### config.mk
export PLATFORM = sky130hd
export DESIGN_NAME = blc_cal_seq
export DESIGN_NICKNAME = d
export VERILOG_FILES = /design/src/rtl/blc_cal_seq_pkg.sv /design/src/rtl/blc_sof_watchdog.sv /design/src/rtl/blc_cal_seq.sv
export SDC_FILE = /design/constraint.sdc
export NUM_CORES = 1
export LEC_CHECK = 0
export BUFFER_PORTS_ARGS = -buffer_cell sky130_fd_sc_hd__buf_2
export CORE_AREA = 2 2 121 94
export CTS_CLUSTER_SIZE = 25
export DETAILED_ROUTE_END_ITERATION = 16
export DIE_AREA = 0 0 123 96
export PLACE_DENSITY = 0.57
export SLEW_MARGIN = 20
export SYNTH_ARGS = -nofsm -noshare
export SYNTH_HDL_FRONTEND = slang
export SYNTH_SLANG_ARGS = --single-unit
### constraint.sdc
create_clock -name clk_i -period 5.82 [get_ports clk_i]
set_clock_uncertainty 0.15 [all_clocks]
set_input_delay 1.746 -clock clk_i [delete_from_list [all_inputs] [get_ports clk_i]]
set_output_delay 1.746 -clock clk_i [all_outputs]
set_load 0.005 [all_outputs]
### src/rtl/blc_cal_seq_pkg.sv
// blc_seq_pkg: shared definitions for the black-level calibration sequencer.
//   state_t / ST_*  : FSM state encoding
//   tmo_cnt_w()     : watchdog counter width for a given timeout
//   div_cnt_w()     : divider-wait counter width for a given latency
package blc_seq_pkg;

  typedef logic [2:0] state_t;

  localparam state_t ST_IDLE     = 3'd0;
  localparam state_t ST_WAIT_FRM = 3'd1;
  localparam state_t ST_WAIT_DIV = 3'd2;
  localparam state_t ST_STROBE   = 3'd3;
  localparam state_t ST_PERIOD   = 3'd4;
  localparam state_t ST_ERR      = 3'd5;

  function automatic int tmo_cnt_w(input int timeout_cyc);
    return $clog2(timeout_cyc + 1);
  endfunction

  function automatic int div_cnt_w(input int div_lat);
    return $clog2(div_lat + 1);
  endfunction

endpackage

### src/rtl/blc_sof_watchdog.sv
// blc_sof_watchdog: counts cycles while enabled, cleared by any SOF.
//   clk_i, rst_i : clock, async active-high reset
//   en_i         : count enable (counter held at 0 when low)
//   clr_i        : clear (SOF seen this cycle)
//   tmo_o        : one-cycle pulse in the LIMIT-th enabled cycle without a clear
module blc_sof_watchdog #(
  parameter int LIMIT = 2**24,
  parameter int CNT_W = $clog2(LIMIT + 1)
) (
  input  logic clk_i,
  input  logic rst_i,
  input  logic en_i,
  input  logic clr_i,
  output logic tmo_o
);

  localparam logic [CNT_W-1:0] LAST = CNT_W'(LIMIT - 1);

  logic [CNT_W-1:0] cnt_q;

  // A SOF in the same cycle rescues the wait; clear beats timeout.
  assign tmo_o = en_i & ~clr_i & (cnt_q == LAST);

  always_ff @(posedge clk_i or posedge rst_i) begin
    if (rst_i)                          cnt_q <= '0;
    else if (!en_i || clr_i || tmo_o)   cnt_q <= '0;
    else                                cnt_q <= cnt_q + 1'b1;
  end

endmodule

### src/rtl/blc_cal_seq.sv
// blc_cal_seq: sequencer for the black-level calibrator.
// Counts SOFs to find the measured frame, waits for the calibrator's divider,
// pulses the latch strobe (one-shot or every period_i frames), and reports
// status to software.
//   clk_i, rst_i      : clock, async active-high reset
//   sof_i             : start-of-frame pulse on the calibrator input
//   start_i, abort_i  : CSR pulses
//   mode_i, man_bl_i  : CSR manual/auto select and manual level
//   skip_frames_i     : frames discarded before the measured frame
//   period_i          : 0 one-shot, else frames between recalibrations
//   cur_bl_i          : calibrator's applied level
//   blc_mode_o, blc_man_bl_o, blc_cal_stb_o : to calibrator
//   busy_o, done_o, err_o, last_bl_o, cal_cnt_o : status to software
module blc_cal_seq
  import blc_seq_pkg::*;
#(
  parameter int PX_WIDTH      = 10,
  parameter int FRM_CNT_WIDTH = 8,
  parameter int DIV_LAT       = 40,
  parameter int TIMEOUT_CYC   = 2**24,
  parameter int CAL_CNT_WIDTH = 16
) (
  input  logic                     clk_i,
  input  logic                     rst_i,
  input  logic                     sof_i,
  input  logic                     start_i,
  input  logic                     abort_i,
  input  logic                     mode_i,
  input  logic [PX_WIDTH-1:0]      man_bl_i,
  input  logic [FRM_CNT_WIDTH-1:0] skip_frames_i,
  input  logic [FRM_CNT_WIDTH-1:0] period_i,
  input  logic [PX_WIDTH-1:0]      cur_bl_i,
  output logic                     blc_mode_o,
  output logic [PX_WIDTH-1:0]      blc_man_bl_o,
  output logic                     blc_cal_stb_o,
  output logic                     busy_o,
  output logic                     done_o,
  output logic                     err_o,
  output logic [PX_WIDTH-1:0]      last_bl_o,
  output logic [CAL_CNT_WIDTH-1:0] cal_cnt_o
);

  localparam int FW1   = FRM_CNT_WIDTH + 1;
  localparam int TMO_W = tmo_cnt_w(TIMEOUT_CYC);
  localparam int DIV_W = div_cnt_w(DIV_LAT);
  localparam logic [DIV_W-1:0] DIV_LAST = DIV_W'(DIV_LAT - 1);

  state_t             state_q, state_d;
  logic [FW1-1:0]     frm_cnt_q, frm_cnt_d;
  logic [DIV_W-1:0]   div_cnt_q, div_cnt_d;
  logic               err_q, err_d;
  logic               blc_mode_q, done_q;
  logic [PX_WIDTH-1:0] blc_man_q, last_bl_q;
  logic [CAL_CNT_WIDTH-1:0] cal_cnt_q;

  logic [FW1-1:0] frm_inc, close_tgt, per_tgt;
  logic           cancel, stb, wd_en, tmo;

  assign frm_inc   = frm_cnt_q + 1'b1;
  // Extra counter bit keeps skip+2 from wrapping at max skip.
  assign close_tgt = FW1'(skip_frames_i) + FW1'(2);
  assign per_tgt   = FW1'(period_i);
  assign cancel    = abort_i | mode_i;
  assign stb       = (state_q == ST_STROBE);

  // Enabled states are only entered from non-enabled states or on a SOF,
  // so en/clr alone restart the count on every state entry.
  assign wd_en = (state_q == ST_WAIT_FRM) || (state_q == ST_PERIOD);

  blc_sof_watchdog #(
    .LIMIT (TIMEOUT_CYC),
    .CNT_W (TMO_W)
  ) u_wdog (
    .clk_i (clk_i),
    .rst_i (rst_i),
    .en_i  (wd_en),
    .clr_i (sof_i),
    .tmo_o (tmo)
  );

  always_comb begin
    state_d   = state_q;
    frm_cnt_d = frm_cnt_q;
    div_cnt_d = div_cnt_q;
    err_d     = err_q;
    case (state_q)
      ST_IDLE: begin
        if (start_i && !mode_i && !abort_i) begin
          state_d   = ST_WAIT_FRM;
          frm_cnt_d = '0;
          err_d     = 1'b0;
        end
      end
      ST_WAIT_FRM: begin
        if (cancel) state_d = ST_IDLE;
        else if (sof_i) begin
          frm_cnt_d = frm_inc;
          // This SOF closes the measured frame; divider starts now.
          if (frm_inc == close_tgt) begin
            state_d   = ST_WAIT_DIV;
            div_cnt_d = '0;
          end
        end else if (tmo) begin
          state_d = ST_ERR;
          err_d   = 1'b1;
        end
      end
      ST_WAIT_DIV: begin
        if (cancel) state_d = ST_IDLE;
        else begin
          div_cnt_d = div_cnt_q + 1'b1;
          if (div_cnt_q == DIV_LAST) state_d = ST_STROBE;
        end
      end
      ST_STROBE: begin
        // Strobe is already on the wire this cycle; cancel only skips PERIOD.
        if (cancel) state_d = ST_IDLE;
        else if (period_i != '0) begin
          state_d   = ST_PERIOD;
          frm_cnt_d = '0;
        end else state_d = ST_IDLE;
      end
      ST_PERIOD: begin
        if (cancel) state_d = ST_IDLE;
        else if (sof_i) begin
          frm_cnt_d = frm_inc;
          if (frm_inc == per_tgt) begin
            state_d   = ST_WAIT_FRM;
            frm_cnt_d = '0;
          end
        end else if (tmo) begin
          state_d = ST_ERR;
          err_d   = 1'b1;
        end
      end
      ST_ERR: begin
        if (cancel) state_d = ST_IDLE;
        else if (start_i) begin
          state_d   = ST_WAIT_FRM;
          frm_cnt_d = '0;
          err_d     = 1'b0;
        end
      end
      default: state_d = ST_IDLE;
    endcase
  end

  always_ff @(posedge clk_i or posedge rst_i) begin
    if (rst_i) begin
      state_q    <= ST_IDLE;
      frm_cnt_q  <= '0;
      div_cnt_q  <= '0;
      err_q      <= 1'b0;
      blc_mode_q <= 1'b0;
      blc_man_q  <= '0;
      done_q     <= 1'b0;
      last_bl_q  <= '0;
      cal_cnt_q  <= '0;
    end else begin
      state_q    <= state_d;
      frm_cnt_q  <= frm_cnt_d;
      div_cnt_q  <= div_cnt_d;
      err_q      <= err_d;
      blc_mode_q <= mode_i;
      blc_man_q  <= man_bl_i;
      done_q     <= stb;
      if (stb) begin
        last_bl_q <= cur_bl_i;
        cal_cnt_q <= cal_cnt_q + 1'b1;
      end
    end
  end

  assign blc_mode_o    = blc_mode_q;
  assign blc_man_bl_o  = blc_man_q;
  assign blc_cal_stb_o = stb;
  assign busy_o        = (state_q != ST_IDLE) && (state_q != ST_ERR);
  assign done_o        = done_q;
  assign err_o         = err_q;
  assign last_bl_o     = last_bl_q;
  assign cal_cnt_o     = cal_cnt_q;

endmodule

### Yosys cells after proc, flatten, opt, wreduce, memory -nomap -nowiden

Cells that the tools add are included.

| operators by class | value |
|---|---|
| reductions and logical operators | 20 |
| bitwise logic cells | 4 |
| $add $sub $neg | 5 |
| mux-type cells | 39 |
| eq/ne operators | 28 |

Operator list:

| operator | count |
|---|---|
| 9-bit two-way mux | 10 |
| 9-bit case mux with 5 select lines | 1 |
| 3-bit two-way mux | 14 |
| 25-bit by 1-bit adder with 25-bit output (second input constant) | 1 |
| 25-bit by 24-bit equality test with 1-bit output (second input constant) | 1 |
| 25-bit two-way mux | 1 |
| 6-bit two-way mux | 4 |
| 2-bit != test (second input constant) | 11 |
| 3-bit case mux with 6 select lines | 1 |
| 16-bit by 1-bit adder with 16-bit output (second input constant) | 1 |
| 6-bit case mux with 2 select lines | 1 |
| 10-bit AND reduction | 1 |
| 5-bit AND reduction | 2 |
| 8-bit by 2-bit adder with 9-bit output (second input constant) | 1 |
| 9-bit by 1-bit adder with 9-bit output (second input constant) | 1 |
| 9-bit by 8-bit equality test with 1-bit output | 1 |
| 9-bit equality test | 1 |
| 3-bit != test (second input constant) | 3 |
| 4-bit by 3-bit != test with 1-bit output (second input constant) | 2 |
| 8-bit nonzero test | 1 |
| 7-bit AND reduction | 1 |
| 6-bit by 1-bit adder with 6-bit output (second input constant) | 1 |
| 3-bit by 2-bit equality test with 1-bit output (second input constant) | 2 |
| 3-bit equality test (second input constant) | 2 |
| 16 further kinds | 31 |

| storage, ports and cells | value |
|---|---|
| input bits | 42 |
| output and inout port bits | 41 |
| register bits | 82 |
| word-level logic and storage cells | 106 |

### Depth between registers and ports, before layout

| depth | value |
|---|---|
| word-level depth | 8 |
| gate-level depth with buffers | 10 |
| gate-level depth less buffers | 9 |

### By module

From an unflattened synthesis, not the netlist that was laid out.

| second synthesis, totals | value |
|---|---|
| cell total of the unflattened synthesis | 450 |
| area, all modules | 4419.2 um^2 |

By module, submodules not included:

| module | seq. area each (um^2) | instances | cells an instance | area each (um^2) |
|---|---|---|---|---|
| blc_cal_seq | 1426.4 | 1 | 316 | 3141.8 |
| blc_sof_watchdog | 625.6 | 1 | 134 | 1277.5 |

### Worst setup path before layout

Ideal clock, no wire load.

| timing path | value |
|---|---|
| path type | input port to flip-flop |
| start point | input port period_i[4] |
| end point | register frm_cnt_q[2] |
| buffers on the path | 0 |
| slack | 2.228 ns |
| library setup time | 0.119 ns |
| arrival time | 3.323 ns |
| data required time | 5.551 ns |
| cell stages on the path | 8 |
| cell sequence | or4_1 o21ai_0 a21oi_1 o21ai_0 nand2b_1 a21o_1 o21bai_1 a21o_2 |

| on the way | value |
|---|---|
| longest elaborated chain between the ends | 5 |
| elaborated cells on any way between the ends | 8 |
| classes of those cells | eq/ne: 2; mux: 4; reduce/logical: 2 |

Ends and longest elaborated chain:

| element | line | source |
|---|---|---|
| from (decl) | blc_cal_seq.sv:31 | `input logic [FRM_CNT_WIDTH-1:0] period_i,` |
| 9-bit by 8-bit equality test with 1-bit output | blc_cal_seq.sv:127 | `if (frm_inc == per_tgt) begin` |
| 9-bit two-way mux | blc_cal_seq.sv:127 |  |
| 9-bit two-way mux | blc_cal_seq.sv:125 | `else if (sof_i) begin` |
| 9-bit two-way mux | blc_cal_seq.sv:124 | `if (cancel) state_d = ST_IDLE;` |
| 9-bit case mux with 5 select lines | blc_cal_seq.sv:86 | `case (state_q)` |
| to (signal assigned) | blc_cal_seq.sv:161 | `frm_cnt_q <= frm_cnt_d;` |
| to (decl) | blc_cal_seq.sv:49 | `logic [FW1-1:0] frm_cnt_q, frm_cnt_d;` |

Several ways; a longest one is shown, not always the timed one. The select of a mux whose other input is x is not followed.
A chain may end at the register's enable or synchronous reset.

### Worst setup path in the final report

| timing path | value |
|---|---|
| start point | register state_q[0] |
| end point | output port blc_cal_stb_o |

| on the way | value |
|---|---|
| longest elaborated chain between the ends | 1 |

Ends and longest elaborated chain:

| element | line | source |
|---|---|---|
| from (decl) | blc_cal_seq.sv:48 | `state_t state_q, state_d;` |
| from (signal assigned) | blc_cal_seq.sv:160 | `state_q <= state_d;` |
| 3-bit by 2-bit equality test with 1-bit output | blc_cal_seq.sv:64 | `assign stb = (state_q == ST_STROBE);` |
| to (decl) | blc_cal_seq.sv:35 | `output logic blc_cal_stb_o,` |

Every way passes these cells.

==> impl_metrics.ini <==
[run_status]
status = finished clean

[finish]
num_antenna_cells = 0
nNetsFinal = 567
drive_above_1_share_pct = 20.38
n_fill_cell = 1047
syn_to_final_growth_pct = 19.25
fin_util_pct = 46.57

[floorplan]
ios = 83
die_w_um = 123
core-area_um2 = 10650
dieArea_um2 = 11810
die_height_um = 96
initial_core_util_pct = 39.05
rows = 33

[setup_path]
critPathLaunch = state_q[0]
regToRegSetupSlack_ns = 2.71
endpoint_kind = output pin
r2r_start = u_wdog.cnt_q[0]
start_kind = flop
critPathKind = flop to output pin
cp_max_fo = 17
cp.required_ns = 3.92
cp.arrival_ns = 2.31
ff2ff_path_depth = 8
r2r_end = u_wdog.cnt_q[14]

[power_and_ir_drop]
power_density_nw_per_um2 = 267.3
irDropWorstVdd_v = 0.0001631
p_leak_uw = 0.002233

[hold_path]
hold_class = flop to flop
holdPathEnd = cal_cnt_o[15]
holdPathStages = 1
hold_start = cal_cnt_o[15]

[synth]
netlist.area_leader.share_pct = 49.32
synth_area_per_cell_um2 = 9.477
async_flop_share_pct = 100.0
synth-main-ff-cell = dfrtp_1
yosysSeqAreaShare_pct = 49.32
synth-seq-cells = 82
yosysWarningCount = 0
yosys.area.top_type = dfrtp_1
synthDistinctLibCells = 52
synth-edff-count = 0
ys_top_cells_by_area = dfrtp_1, xnor2_1, nand2_1
syn_nets = 486
syn_area_um2 = 4160
synthCells = 439

[global_routing]
grt_pass1_wl_um = 14540
grt_remaining_overflow = 0
use_met1_pct = 21.62
grt_max_degree = 51
busiest_layer = met2
met2_usage_pct = 23.80
antenna_found_initial = 0
grt_pass1_vias = 3128
track_usage_pct = 15.55
use_met3_pct = 4.147

[drt]
initialDrtViolationCount = 179
vias = 3268
remaining_drc_errors = 0
firstDrtPassIters = 5
antenna_left = 0
avgViaCountPerCell = 4.914
routedWlPerCell_um = 12.89
totalWireLength_um = 8573

[clock_tree]
path_clk_slew_ns = 0.06
cts_buffers = 9
cts_resized = 0
ctsHoldBuffers = 0
clk_path_buf_depth = 2
clock-sinks = 82
root_buffer = clkbuf_16
clk_latency_ns = 0.33
post_cts_buffers = 0
htreeDepth = 3
cts_tree = yes

[timing]
tns_ns = 0
maxSlewViolCount = 0
hold_viol_final = 0
timing.final.crit_share_pct = 72.29
worstMarginPinSlew_ns = 0.8540
clock.fmax_mhz = 237.7
min_period_ns = 4.207
setup_viol = 0
max_slew_margin_pct = 43.07
rsz0062_at_grt = false

[placement]
gp_congestion = 0.8180
dp_hpwl_um = 6401
port_buffers = 82

[run]
maxCapViolations = 0
-- final cells by class --
class                   count  area (um^2)  area share, %
clock buffers              11        232.7          4.691
clock inverters             5        31.28         0.6305
inverters                  13        50.05          1.009
multi-input cells         330         1994          40.20
flip-flops and latches     82         2052          41.36
well taps                 140        175.2          3.531
repair buffers             84        425.4          8.575
-- sequential cells by signal, summed over array words and instances (netlist names) --
signal / cells
u_wdog.cnt_q: 25
cal_cnt_o: 16
blc_man_bl_o: 10
last_bl_o: 10
frm_cnt_q: 9
div_cnt_q: 6
state_q: 3
blc_mode_o: 1
done_o: 1
err_o: 1
-- how the worst max path moves through the flow --
stage,slack [ns],end
after global placement,1.75,frm_cnt_q[2]
final,1.61,blc_cal_stb_o
after CTS,1.60,blc_cal_stb_o
after detailed placement,1.68,frm_cnt_q[2]
after floorplan,1.82,blc_man_bl_o[0]
after global routing,1.34,blc_cal_stb_o
-- critical path, cell delays in order (launching register included) --
cell     delay (ns)
dfrtp_1        0.61
nor2b_1        0.30
nand2_1        0.35
inv_1          0.51
buf_2          0.20
-- routing by layer --
| layer | up-vias | routed length (um) |
|---|---|---|
| li1 | 1653 | - |
| met5 | - | 0 |
| met2 | 73 | 3694 |
| met4 | 0 | 119 |
| met3 | 9 | 455 |
| met1 | 1533 | 4304 |
-- cells in the mapped netlist (2+ instances only) --
library cell / instances
xnor2_1: 35
or3_1: 3
o31ai_1: 2
nand2_1: 73
inv_1: 13
or2_2: 4
nor2b_1: 4
and2_1: 5
nand2b_1: 6
clkbuf_1: 8
nor3_1: 9
and4_1: 6
or4_1: 2
o211ai_1: 2
and3_1: 6
a31oi_1: 6
buf_2: 4
a21boi_0: 3
dfrtp_1: 82
nor4_1: 3
o21ai_0: 15
xor2_1: 30
nand4_1: 8
ha_1: 5
a21oi_1: 8
a211oi_1: 3
a22oi_1: 3
nor2_1: 42
nand3_1: 25
mux2i_1: 2
-- where the power goes --
part,internal (uW),switching (uW),total [uW]
Combinational,85.4,113,198
Sequential,592,33.9,626
Clock,287,215,502
Total,965,361,1330
-- per-stage QoR --
stage / hold slack (ns) / instance area (um^2) / total power, uW / instances / worst slack [ns]
floorplan: 0.2979 / 4160 / 769.4 / 439 / 1.816
global placement: 0.3033 / 4697 / 833.7 / 649 / 1.752
detailed placement: 0.3085 / 4697 / 836.5 / 649 / 1.676
CTS: 0.3229 / 4961 / 1346 / 665 / 1.599
global route: 0.3440 / 4961 / 1397 / 665 / 1.341
finish: 0.3142 / 4961 / 1326 / 665 / 1.613
-- layout by cell type (no fill, tap or decap), types with 3 or more instances in the layout --
| cell type | synthesis | layout |
|---|---|---|
| or3_1 | 3 | 3 |
| inv_1 | 13 | 12 |
| o21ai_0 | 15 | 15 |
| or2_2 | 4 | 4 |
| a21oi_1 | 8 | 8 |
| a211oi_1 | 3 | 3 |
| a22oi_1 | 3 | 3 |
| nor2_1 | 42 | 42 |
| xnor2_1 | 35 | 35 |
| nor3_1 | 9 | 9 |
| nor2b_1 | 4 | 4 |
| clkinv_2 | 0 | 4 |
| dfrtp_1 | 82 | 82 |
| nor4_1 | 3 | 3 |
| nand4_1 | 8 | 8 |
| and4_1 | 6 | 6 |
| clkbuf_16 | 0 | 9 |
| nand3_1 | 25 | 25 |
| a21boi_0 | 3 | 3 |
| and2_1 | 5 | 5 |
| xor2_1 | 30 | 30 |
| buf_2 | 4 | 82 |
| ha_1 | 5 | 5 |
| nand2b_1 | 6 | 6 |
| a31oi_1 | 6 | 6 |
| and3_1 | 6 | 6 |
| nand2_1 | 73 | 73 |
-- cell families (layout without fill, tap and decap cells) --
logic type	Yosys count	count (layout)	share of synthesized area [%]
XOR/XNOR	65	65	13.68
AO/OA/AOI/OAI	58	58	9.504
multiplexers	2	2	0.4812
buffers and inverters	27	113	2.737
flip-flops	82	82	49.32
AND/OR/NAND/NOR	200	200	22.77
adder cells (fa/ha/maj)	5	5	1.504
Note: power is estimated with default switching activity, not from simulation.
